## config.mk

```make
export PLATFORM = sky130hd
export DESIGN_NAME = enemy_stepper_flat
export DESIGN_NICKNAME = d
export VERILOG_FILES = /design/src/rtl/enemy_stepper_if.sv /design/src/rtl/enemy_stepper.sv /design/src/flat_wrapper.sv
export SDC_FILE = /design/constraint.sdc
export NUM_CORES = 1
export LEC_CHECK = 0
export ABC_AREA = 1
export BUFFER_PORTS_ARGS = -buffer_cell sky130_fd_sc_hd__buf_2
export CELL_PAD_IN_SITES_DETAIL_PLACEMENT = 1
export CELL_PAD_IN_SITES_GLOBAL_PLACEMENT = 2
export CORE_UTILIZATION = 39
export DETAILED_ROUTE_END_ITERATION = 8
export PLACE_DENSITY = 0.85
export SYNTH_ARGS = -nofsm -noshare
export SYNTH_HDL_FRONTEND = slang
export SYNTH_SLANG_ARGS = --single-unit
```

## constraint.sdc

```tcl
create_clock -name clock -period 9.5 [get_ports clock]
set_clock_uncertainty 0.05 [all_clocks]
set_input_delay 0.475 -clock clock [delete_from_list [all_inputs] [get_ports clock]]
set_output_delay 0.475 -clock clock [all_outputs]
set_load 0.02 [all_outputs]
```

## src/rtl/enemy_stepper_if.sv

```systemverilog
// enemy_stepper_if
//   Grid memory bus between the enemy stepper and the tile grid store.
//   The grid store is expected to return read data one clock after the
//   address is presented.
//
//   grid_x     [5:0]  cell column address      (stepper -> grid)
//   grid_y     [4:0]  cell row address         (stepper -> grid)
//   grid_write        write strobe             (stepper -> grid)
//   grid_in    [2:0]  write data (cell code)   (stepper -> grid)
//   grid_out   [2:0]  read data (cell code)    (grid -> stepper)
interface enemy_stepper_if;
  logic [5:0] grid_x;
  logic [4:0] grid_y;
  logic       grid_write;
  logic [2:0] grid_in;
  logic [2:0] grid_out;

  modport master (
    output grid_x,
    output grid_y,
    output grid_write,
    output grid_in,
    input  grid_out
  );

  modport slave (
    input  grid_x,
    input  grid_y,
    input  grid_write,
    input  grid_in,
    output grid_out
  );
endinterface

```

## src/rtl/enemy_stepper.sv

```systemverilog
// enemy_stepper
//   Once per game tick, walks every grid cell and moves each enemy one cell
//   into an adjacent air cell, either rotating through directions (roam) or
//   heading toward the player (chase). Moved enemies are first marked with
//   MOVED_CODE so the raster scan cannot pick them up again; a second pass
//   turns every marked cell back into an enemy.
//
//   clock            rising-edge clock
//   resetn           asynchronous active-low reset
//   start            sweep request, honoured only while idle
//   chase_en         1 = chase the player, 0 = roam (latched at start)
//   player_x/_y      chase target (latched at start)
//   done             one-cycle pulse when a sweep request completes
//   busy             high whenever the stepper is not idle
//   move_count [7:0] enemies moved by the last completed sweep (saturating)
//   grid             grid memory bus (master side)
module enemy_stepper #(
  parameter int         GRID_W      = 40,
  parameter int         GRID_H      = 30,
  parameter int         TICK_CYCLES = 200000,
  parameter logic [2:0] ENEMY_CODE  = 3'd4,
  parameter logic [2:0] MOVED_CODE  = 3'd5,
  parameter logic [2:0] AIR_CODE    = 3'd0
) (
  input  logic                   clock,
  input  logic                   resetn,
  input  logic                   start,
  input  logic                   chase_en,
  input  logic [5:0]             player_x,
  input  logic [4:0]             player_y,
  output logic                   done,
  output logic                   busy,
  output logic [7:0]             move_count,
  enemy_stepper_if.master        grid
);

  localparam int               TW            = (TICK_CYCLES > 1) ? $clog2(TICK_CYCLES) : 1;
  localparam logic [TW-1:0]    C_TICK_RELOAD = TW'(TICK_CYCLES - 1);
  localparam logic [5:0]       C_LAST_X      = 6'(GRID_W - 1);
  localparam logic [4:0]       C_LAST_Y      = 5'(GRID_H - 1);
  localparam logic signed [7:0] C_W_S        = 8'(GRID_W);
  localparam logic signed [7:0] C_H_S        = 8'(GRID_H);

  typedef enum logic [3:0] {
    IDLE, CHECK_TICK, SCAN_ADDR, SCAN_READ, PICK_DIR, TGT_ADDR, TGT_READ,
    WRITE_NEW, WRITE_OLD, NEXT, FIX_ADDR, FIX_READ, FIX_WRITE, FIX_NEXT, DONE
  } state_t;

  state_t          r_state;
  state_t          w_next;

  logic [TW-1:0]   r_tick_cnt;
  logic            r_tick_pending;
  logic [5:0]      r_cx;
  logic [4:0]      r_cy;
  logic [1:0]      r_dir;
  logic            r_alt;
  logic [7:0]      r_moves;
  logic [7:0]      r_move_count;

  // Per-sweep operands and the chosen target; no reset needed, they are
  // always written before use.
  logic            r_chase;
  logic [5:0]      r_px;
  logic [4:0]      r_py;
  logic [5:0]      r_tx;
  logic [4:0]      r_ty;

  logic                w_tick;
  logic                w_last;
  logic signed [6:0]   w_dx;
  logic signed [6:0]   w_dy;
  logic                w_x_first;
  logic                w_use_x;
  logic signed [7:0]   w_sx;
  logic signed [7:0]   w_sy;
  logic signed [7:0]   w_tx;
  logic signed [7:0]   w_ty;
  logic                w_in_bounds;
  logic                w_no_move;
  logic                w_alt_ok;
  logic                w_tgt_sel;

  function automatic logic [6:0] abs7(input logic signed [6:0] v);
    return v[6] ? $unsigned(-v) : $unsigned(v);
  endfunction

  function automatic logic [7:0] sat_inc8(input logic [7:0] v);
    return (v == 8'hFF) ? v : v + 8'd1;
  endfunction

  assign w_tick = (r_tick_cnt == '0);
  assign w_last = (r_cx == C_LAST_X) && (r_cy == C_LAST_Y);

  // Chase deltas as signed 7-bit values
  assign w_dx      = $signed({1'b0, r_px}) - $signed({1'b0, r_cx});
  assign w_dy      = $signed({2'b00, r_py}) - $signed({2'b00, r_cy});
  assign w_x_first = (abs7(w_dx) >= abs7(w_dy));
  assign w_no_move = r_chase && (w_dx == 7'sd0) && (w_dy == 7'sd0);
  // The other axis is tried only once, and only if it actually closes distance
  assign w_alt_ok  = r_chase && !r_alt &&
                     (w_x_first ? (w_dy != 7'sd0) : (w_dx != 7'sd0));

  always_comb begin
    w_use_x = 1'b0;
    w_sx    = 8'sd0;
    w_sy    = 8'sd0;
    if (r_chase) begin
      w_use_x = w_x_first ^ r_alt;
      if (w_use_x) w_sx = w_dx[6] ? -8'sd1 : 8'sd1;
      else         w_sy = w_dy[6] ? -8'sd1 : 8'sd1;
    end else begin
      case (r_dir)
        2'd0:    w_sy = -8'sd1;
        2'd1:    w_sx =  8'sd1;
        2'd2:    w_sy =  8'sd1;
        default: w_sx = -8'sd1;
      endcase
    end
  end

  assign w_tx = $signed({2'b00, r_cx}) + w_sx;
  assign w_ty = $signed({3'b000, r_cy}) + w_sy;
  // No wraparound: stepping off any edge is simply blocked
  assign w_in_bounds = (w_tx >= 8'sd0) && (w_tx < C_W_S) &&
                       (w_ty >= 8'sd0) && (w_ty < C_H_S);

  always_comb begin
    w_next = r_state;
    case (r_state)
      IDLE:       if (start) w_next = CHECK_TICK;
      CHECK_TICK: w_next = r_tick_pending ? SCAN_ADDR : DONE;
      SCAN_ADDR:  w_next = SCAN_READ;
      SCAN_READ:  w_next = (grid.grid_out == ENEMY_CODE) ? PICK_DIR : NEXT;
      PICK_DIR: begin
        if (w_no_move)        w_next = NEXT;
        else if (w_in_bounds) w_next = TGT_ADDR;
        else if (w_alt_ok)    w_next = PICK_DIR;
        else                  w_next = NEXT;
      end
      TGT_ADDR:   w_next = TGT_READ;
      TGT_READ: begin
        if (grid.grid_out == AIR_CODE) w_next = WRITE_NEW;
        else if (w_alt_ok)             w_next = PICK_DIR;
        else                           w_next = NEXT;
      end
      WRITE_NEW:  w_next = WRITE_OLD;
      WRITE_OLD:  w_next = NEXT;
      NEXT:       w_next = w_last ? FIX_ADDR : SCAN_ADDR;
      FIX_ADDR:   w_next = FIX_READ;
      FIX_READ:   w_next = (grid.grid_out == MOVED_CODE) ? FIX_WRITE : FIX_NEXT;
      FIX_WRITE:  w_next = FIX_NEXT;
      FIX_NEXT:   w_next = w_last ? DONE : FIX_ADDR;
      DONE:       w_next = IDLE;
      default:    w_next = IDLE;
    endcase
  end

  always_ff @(posedge clock or negedge resetn) begin
    if (!resetn) r_state <= IDLE;
    else         r_state <= w_next;
  end

  // A tick landing in the same cycle as the sweep-start clear wins
  always_ff @(posedge clock or negedge resetn) begin
    if (!resetn) begin
      r_tick_cnt     <= C_TICK_RELOAD;
      r_tick_pending <= 1'b0;
    end else begin
      r_tick_cnt <= w_tick ? C_TICK_RELOAD : r_tick_cnt - 1'b1;
      if (w_tick)                       r_tick_pending <= 1'b1;
      else if (r_state == CHECK_TICK)   r_tick_pending <= 1'b0;
    end
  end

  always_ff @(posedge clock or negedge resetn) begin
    if (!resetn) begin
      r_cx         <= '0;
      r_cy         <= '0;
      r_dir        <= '0;
      r_alt        <= 1'b0;
      r_moves      <= '0;
      r_move_count <= '0;
    end else begin
      case (r_state)
        CHECK_TICK: begin
          r_moves <= '0;
          r_cx    <= '0;
          r_cy    <= '0;
        end
        SCAN_READ: r_alt <= 1'b0;
        PICK_DIR: begin
          if (!r_chase) r_dir <= r_dir + 2'd1;
          if (w_next == PICK_DIR) r_alt <= 1'b1;
        end
        TGT_READ:  if (w_next == PICK_DIR) r_alt <= 1'b1;
        WRITE_OLD: r_moves <= sat_inc8(r_moves);
        NEXT, FIX_NEXT: begin
          if (w_last) begin
            r_cx <= '0;
            r_cy <= '0;
          end else if (r_cx == C_LAST_X) begin
            r_cx <= '0;
            r_cy <= r_cy + 5'd1;
          end else begin
            r_cx <= r_cx + 6'd1;
          end
        end
        DONE:      r_move_count <= r_moves;
        default: ;
      endcase
    end
  end

  always_ff @(posedge clock) begin
    if (r_state == IDLE && start) begin
      r_chase <= chase_en;
      r_px    <= player_x;
      r_py    <= player_y;
    end
    if (r_state == PICK_DIR) begin
      r_tx <= w_tx[5:0];
      r_ty <= w_ty[4:0];
    end
  end

  // Address is a pure function of state and held registers, so it stays
  // stable across every ADDR/READ pair and is zero whenever reset is active.
  assign w_tgt_sel = (r_state == TGT_ADDR) || (r_state == TGT_READ) ||
                     (r_state == WRITE_NEW);

  always_comb begin
    grid.grid_write = 1'b0;
    grid.grid_in    = 3'd0;
    case (r_state)
      WRITE_NEW: begin grid.grid_write = 1'b1; grid.grid_in = MOVED_CODE; end
      WRITE_OLD: begin grid.grid_write = 1'b1; grid.grid_in = AIR_CODE;   end
      FIX_WRITE: begin grid.grid_write = 1'b1; grid.grid_in = ENEMY_CODE; end
      default: ;
    endcase
  end

  assign grid.grid_x = w_tgt_sel ? r_tx : r_cx;
  assign grid.grid_y = w_tgt_sel ? r_ty : r_cy;
  assign done        = (r_state == DONE);
  assign busy        = (r_state != IDLE);
  assign move_count  = r_move_count;

endmodule
```

## src/flat_wrapper.sv

```systemverilog
// flat-port wrapper written by rule: the top's interface ports become plain ports
module enemy_stepper_flat 
#(
  parameter int         GRID_W      = 40,
  parameter int         GRID_H      = 30,
  parameter int         TICK_CYCLES = 200000,
  parameter logic [2:0] ENEMY_CODE  = 3'd4,
  parameter logic [2:0] MOVED_CODE  = 3'd5,
  parameter logic [2:0] AIR_CODE    = 3'd0
)
  (clock, resetn, start, chase_en, player_x, player_y, done, busy, move_count, grid_grid_x, grid_grid_y, grid_grid_write, grid_grid_in, grid_grid_out);
  enemy_stepper_if grid_i ();
  input  logic clock;
  input  logic resetn;
  input  logic start;
  input  logic chase_en;
  input  logic [5:0] player_x;
  input  logic [4:0] player_y;
  output logic done;
  output logic busy;
  output logic [7:0] move_count;
  output wire logic [$bits(grid_i.grid_x)-1:0] grid_grid_x;
  output wire logic [$bits(grid_i.grid_y)-1:0] grid_grid_y;
  output wire logic [$bits(grid_i.grid_write)-1:0] grid_grid_write;
  output wire logic [$bits(grid_i.grid_in)-1:0] grid_grid_in;
  input wire logic [$bits(grid_i.grid_out)-1:0] grid_grid_out;
  assign grid_grid_x = grid_i.grid_x;
  assign grid_grid_y = grid_i.grid_y;
  assign grid_grid_write = grid_i.grid_write;
  assign grid_grid_in = grid_i.grid_in;
  assign grid_i.grid_out = grid_grid_out;
  enemy_stepper #(.GRID_W(GRID_W), .GRID_H(GRID_H), .TICK_CYCLES(TICK_CYCLES), .ENEMY_CODE(ENEMY_CODE), .MOVED_CODE(MOVED_CODE), .AIR_CODE(AIR_CODE)) u_core (.clock(clock), .resetn(resetn), .start(start), .chase_en(chase_en), .player_x(player_x), .player_y(player_y), .done(done), .busy(busy), .move_count(move_count), .grid(grid_i));
endmodule
```

Yosys cells after proc, flatten, opt, wreduce, memory -nomap -nowiden:

Index checks and enable logic that the tools add are counted.

* $add $sub $neg: 11
* $lt $le $gt $ge: 5
* equality and inequality tests: 25
* mux-type cells: 39
* bitwise gates (word level): 2
* reductions and logical operators: 33

Operators by type and width (count)
* 8-bit two-way mux: 7
* 4-bit one-hot mux with 14 select lines: 1
* 8-bit one-hot mux with 2 select lines: 3
* 4-bit two-way mux: 8
* 4-bit equality test (second input constant): 7
* 4-bit by 3-bit equality test with 1-bit output (second input constant): 5
* 18-bit zero test: 1
* 18-bit two-way mux: 1
* 6-bit two-way mux: 3
* 18-bit by 1-bit subtractor with 18-bit output (second input constant): 1
* 8-bit by 1-bit >= comparator with 1-bit output (second input constant): 2
* 5-bit two-way mux: 3
* 7-bit zero test: 2
* 7-bit two-way mux: 2
* 7-bit negation: 2
* 7-bit nonzero test: 2
* 6-bit one-hot mux with 2 select lines: 1
* 5-bit one-hot mux with 2 select lines: 1
* 1-bit logical AND: 9
* 6-bit by 8-bit adder with 8-bit output: 1
* 7-bit by 8-bit adder with 8-bit output: 1
* 8-bit by 1-bit adder with 8-bit output (second input constant): 1
* 4-bit by 2-bit equality test with 1-bit output (second input constant): 2
* 8-bit equality test (second input constant): 1
* 33 further kinds: 48

* register bits after elaboration: 76
* input bits: 18
* output and inout bits: 25

Depth between registers and ports, before layout:

* depth after elaboration: 18
* depth in mapped cells: 38

Worst setup path before layout:

Ideal clock, no wire load.

* path kind: reg-to-reg
* start point: register u_core.r_cx[0]
* end point: register u_core.r_alt
* library setup time: 0.117 ns
* arrival: 4.331 ns
* data required time: 9.333 ns
* setup slack: 5.001 ns
* stages on the path, launching flop included: 35
* clock period less this slack: 4.499 ns
* path through: dfrtp_1 ha_1 fa_1 inv_1 nand3_1 nand2_1 xnor2_2 nand3b_1 nand2_1 xor2_1 inv_1 ha_1 nand2_1 inv_1 a21oi_1 nand2_1 nand2_1 nand3_1 o21a_1 ha_1 fa_1 nand3_1 nand3_1 xor2_1 nand2_1 a21oi_1 nand2_1 inv_1 nand3_1 nand2_1 nand2_1 nand3_1 nor2_1 nand3_1 nand2_1

* word-level cells in the longest chain between the ends: 18

RTL lines
* start: declaration: line enemy_stepper.sv:54 `logic [5:0] r_cx;`
* start signal: assignment: line enemy_stepper.sv:206 `r_cx <= r_cx + 6'd1;`
* 6-bit by 6-bit subtractor with 7-bit output: line enemy_stepper.sv:96 `assign w_dx = $signed({1'b0, r_px}) - $signed({1'b0, r_cx});`
* 7-bit negation: line enemy_stepper.sv:85 `return v[6] ? $unsigned(-v) : $unsigned(v);`
* 7-bit two-way mux: line enemy_stepper.sv:85
* 7-bit >= comparator: line enemy_stepper.sv:98 `assign w_x_first = (abs7(w_dx) >= abs7(w_dy));`
* 1-bit XOR: line enemy_stepper.sv:109 `w_use_x = w_x_first ^ r_alt;`
* 8-bit two-way mux: line enemy_stepper.sv:110 `if (w_use_x) w_sx = w_dx[6] ? -8'sd1 : 8'sd1;`
* 8-bit two-way mux: line enemy_stepper.sv:108 `if (r_chase) begin`
* 7-bit by 8-bit adder with 8-bit output: line enemy_stepper.sv:122 `assign w_tx = $signed({2'b00, r_cx}) + w_sx;`
* 8-bit by 1-bit >= comparator with 1-bit output / 8-bit by 7-bit < comparator with 1-bit output (equally long branches): line enemy_stepper.sv:125 `assign w_in_bounds = (w_tx >= 8'sd0) && (w_tx < C_W_S) &&`
* 1-bit logical AND (2 in a row): line enemy_stepper.sv:125
* 1-bit logical AND: line enemy_stepper.sv:126 `(w_ty >= 8'sd0) && (w_ty < C_H_S);`
* 4-bit two-way mux: line enemy_stepper.sv:137 `else if (w_in_bounds) w_next = TGT_ADDR;`
* 4-bit two-way mux: line enemy_stepper.sv:136 `if (w_no_move) w_next = NEXT;`
* 4-bit one-hot mux with 14 select lines (*): line enemy_stepper.sv:130 `case (r_state)`
* 4-bit by 3-bit equality test with 1-bit output (*): line enemy_stepper.sv:194, enemy_stepper.sv:196
* 2-bit by 1-bit inequality test with 1-bit output (no line) (*)
* 2-bit AND reduction (no line) (*)
* end signal: assignment: line enemy_stepper.sv:191 `SCAN_READ: r_alt <= 1'b0;`
* end signal: assignment: line enemy_stepper.sv:194 `if (w_next == PICK_DIR) r_alt <= 1'b1;`
* end signal: assignment: line enemy_stepper.sv:196 `TGT_READ: if (w_next == PICK_DIR) r_alt <= 1'b1;`
* end: declaration: line enemy_stepper.sv:57 `logic r_alt;`

Every way passes the cells marked *; elsewhere a longest branch is shown, timed or not.
A chain may end at the register's enable or synchronous reset.

Final worst setup path:

* start point: register u_core.r_cx[2]
* end point: register u_core.r_alt

* word-level cells in the longest chain between the ends: 18

RTL lines
* 6-bit by 6-bit subtractor with 7-bit output: line enemy_stepper.sv:96
* 7-bit negation: line enemy_stepper.sv:85
* 7-bit two-way mux: line enemy_stepper.sv:85
* 7-bit >= comparator: line enemy_stepper.sv:98
* 1-bit XOR: line enemy_stepper.sv:109
* 8-bit two-way mux: line enemy_stepper.sv:110
* 8-bit two-way mux: line enemy_stepper.sv:108
* 7-bit by 8-bit adder with 8-bit output: line enemy_stepper.sv:122
* [3 not listed]
* 1-bit logical AND: line enemy_stepper.sv:126
* 4-bit two-way mux: line enemy_stepper.sv:137
* 4-bit two-way mux: line enemy_stepper.sv:136
* 4-bit one-hot mux with 14 select lines (*): line enemy_stepper.sv:130
* net u_core.w_next[3]: line enemy_stepper.sv:50 `state_t w_next;`
* 4-bit by 3-bit equality test with 1-bit output (*): line enemy_stepper.sv:194, enemy_stepper.sv:196
* 2-bit by 1-bit inequality test with 1-bit output (no line) (*)
* 2-bit AND reduction (no line) (*)

The timed path passes the listed nets; every way through them passes the cells marked *.

==> run summary <==
Root Buffer = clkbuf_16
DRC Markers = 0
routing usage on met3 = 0.0283
syn_nets = 711
Worst IR Drop VDD = 0.0789 mV
R2R setup slack = 4.35 ns
power share of the clock group = 0.240
final critical-path share of the clock period = 0.542
Slew Limit Fails = 0
FP Rows = 41
CP startpoint kind = flip-flop
Die Ht = 117 µm
r2r startpoint = u_core.r_cx[2]
crit path time final = 5.15 ns
CTS Hold Buffers Added = 0
number of global-route vias before repair = 4582
total wire length = 13.4 mm
post-synthesis cell type count = 45
Max clock buf depth = 2
M2 GR Usage = 0.374
Initial Utilization = 0.405
switching power = 0.000684 W
gr busiest metal = met2
routing usage on met1 = 0.257
multi-input logic area = 2690 µm²
number of synthesized register bits = 76
vias post-DR = 4425
Hold Crit Class = primary input to async pin
Post-CTS Setup Inserts = 0
Fin. Hold Viols = 0
share of power burned in registers = 0.285
Final Wtd Congestion = 0.820
R2R depth = 32
IO Port Bufs = 41
worst reg2reg path endpoint = u_core.r_alt
register area = 2030 µm²
Gate Count Post-Synth = 646
Worst path most repeated cell = nand2_1
DRT iter0 DRCs = 137
post-route ant nets = 0
Seq/Total Area, Yosys = 0.392
Die X = 117 µm
HPWL Detailed = 10.4 mm
Layout Utilization = 0.465
average size of a mapped cell = 8.01 µm²
clock latency on the worst-skew pair = 0.34 ns
share of the synthesized area in the top cell type = 0.203
First-pass DRT Iterations = 4
GRT overflow = 0
Worst setup EP type = flip-flop
largest net degree at the start of global routing = 54
first-pass GRT wire length = 22.0 mm
logic gate share of total power = 0.474
worst-margin pin slew = 0.741 ns
die area = 13700 µm²
fraction of layout cells with a size suffix above 1 = 0.148
fmax = 194 MHz
H-tree levels = 3
status = finished clean
CP endpoint = u_core.r_alt
Num CTS Buffers = 9
top post-synthesis cells by area = dfrtp_1, edfxtp_1, ha_1, nand2_1, inv_1
Internal = 0.000903 W
Filler cells = 1592
Setup TNS Final = 0 ns
antenna cells = 0
leak pwr = 2.92 nW
DR WL/cell = 15.3 µm
fin nets = 762
Crit path largest cell delay = 0.46 ns
max_cap viols = 0
worst setup path category = flip-flop to flip-flop
CTS tree = built
Worst Path Required = 9.73 ns
Critical path origin = u_core.r_cx[2]
Warnings, synthesis = 0
CP max stage cell = dfrtp_1
core area = 12800 µm²
largest fanout on the critical path = 8
routed vias/inst = 5.06
unrepaired setup endpoints after global routing = no
Reg clk slew, reported paths = 0.06 ns
CTS resizes = 0
power density over the cells = 267 nW/µm²
Syn-to-layout area delta = 14.7%
synthesized area = 5170 µm²
Synth area leader = dfrtp_1
Top Ports = 43
initial antenna violation count = 0
switching share of power = 0.431
CP arrival = 5.38 ns
total track usage = 0.211
CTS sink cnt = 76
# setup viols final = 0
Worst slew margin = 0.505
-- how the worst min path moves through the flow --
stage	endpoint	cells past startpoint	slack [ns]
after CTS	u_core.r_tick_cnt[15]	2	0.24
after global routing	u_core.r_py[2]	1	0.24
after detailed placement	u_core.r_tick_cnt[0]	1	0.40
final	u_core.r_tick_cnt[13]	2	0.22
after global placement	u_core.r_tick_cnt[0]	1	0.40
after floorplan	u_core.move_count[0]	0	0.13
-- cells in the final DEF (no fill, tap or decap), types with 23 or more instances in the layout --
master,count
ha_1,43
edfxtp_1,23
a21oi_1,37
buf_2,41
nand3_1,36
nand2_1,115
dfrtp_1,42
inv_1,108
o21ai_0,32
nor2_1,76
-- layer usage --
layer | wire length (µm) | share of wire
met1 | 6140 | 0.46
met2 | 6790 | 0.51
met3 | 223 | 0.017
met4 | 234 | 0.017
met5 | 0 | 0
-- critical path, delay by kind of cell (launching register included) --
kind	cells	cell delay, ns
fa+ha+maj	3	1.09
simple gates	18	1.87
buf+inv	5	0.44
flops	1	0.46
compound gates	3	0.52
xor+xnor	3	0.65
-- synthesized netlist by cell type, drive strengths merged --
master    n
a21oi    37
a221oi    2
a31oi     3
and2      1
buf       1
clkbuf    3
conb      2
dfrtp    42
dfstp    11
edfxtp   23
fa        4
ha       43
inv     115
mux2      1
nand2   119
nand2b    1
nand3    39
nand3b    2
nand4    15
nor2     87
nor3     15
nor3b     1
nor4      3
o21a      1
o21ai    35
o221ai    2
o22ai     3
o31ai     4
or2       2
or3       1
xnor2    14
xor2     14
-- state kept, by name, summed over array words and instances (netlist names) --
register and flops:
u_core.r_moves 8, u_core.r_dir 2, u_core.r_py 5, u_core.r_tick_cnt 18, u_core.r_chase 1, u_core.r_alt 1
u_core.r_tick_pending 1, u_core.r_cy 5, u_core.r_px 6, u_core.r_tx 6, u_core.move_count 8, u_core.r_cx 6
u_core.r_ty 5, u_core.r_state 4
-- area by class of cell --
cell class / count / share of cell area
Timing Repair Buffer: 44 / 0.0384
Multi-Input combinational cell: 451 / 0.454
Inverter: 115 / 0.0727
Clock buffer: 15 / 0.0559
Clock inverter: 1 / 0.000843
Tap cell: 172 / 0.0363
Sequential cell: 76 / 0.342
-- metrics by stage --
step | hold WS, ns | worst slack [ns] | std cells | power [W] | cell area (µm²)
final | 0.222 | 4.35 | 874 | 0.00159 | 5940
after global routing | 0.244 | 3.75 | 874 | 0.00171 | 5940
after CTS | 0.242 | 4.28 | 874 | 0.00161 | 5940
after detailed placement | 0.401 | 4.32 | 858 | 0.00121 | 5600
after global placement | 0.399 | 4.44 | 858 | 0.00119 | 5600
after floorplan | 0.129 | 5.00 | 646 | 0.000995 | 5170
-- power by group through the flow --
stage | Combinational [W] | Clock [W] | Sequential (W)
after floorplan | 0.000547 | 0 | 0.000448
after global placement | 0.000733 | 0 | 0.000455
after detailed placement | 0.000755 | 0 | 0.000458
after CTS | 0.000764 | 0.000390 | 0.000453
after global routing | 0.000853 | 0.000397 | 0.000460
final | 0.000753 | 0.000381 | 0.000453
-- cell families (layout without fill, tap and decap cells) --
logic type / after synthesis / count (layout) / share of synthesized area
other cells: 2 / 2 / 0.00145
mux: 1 / 1 / 0.00218
xor+xnor: 28 / 28 / 0.0503
flops: 76 / 76 / 0.392
fa+ha+maj: 47 / 47 / 0.119
buf+inv: 119 / 175 / 0.0870
simple gates: 286 / 286 / 0.256
compound gates: 87 / 87 / 0.0916
No activity file was read; power rests on OpenSTA's default activity.
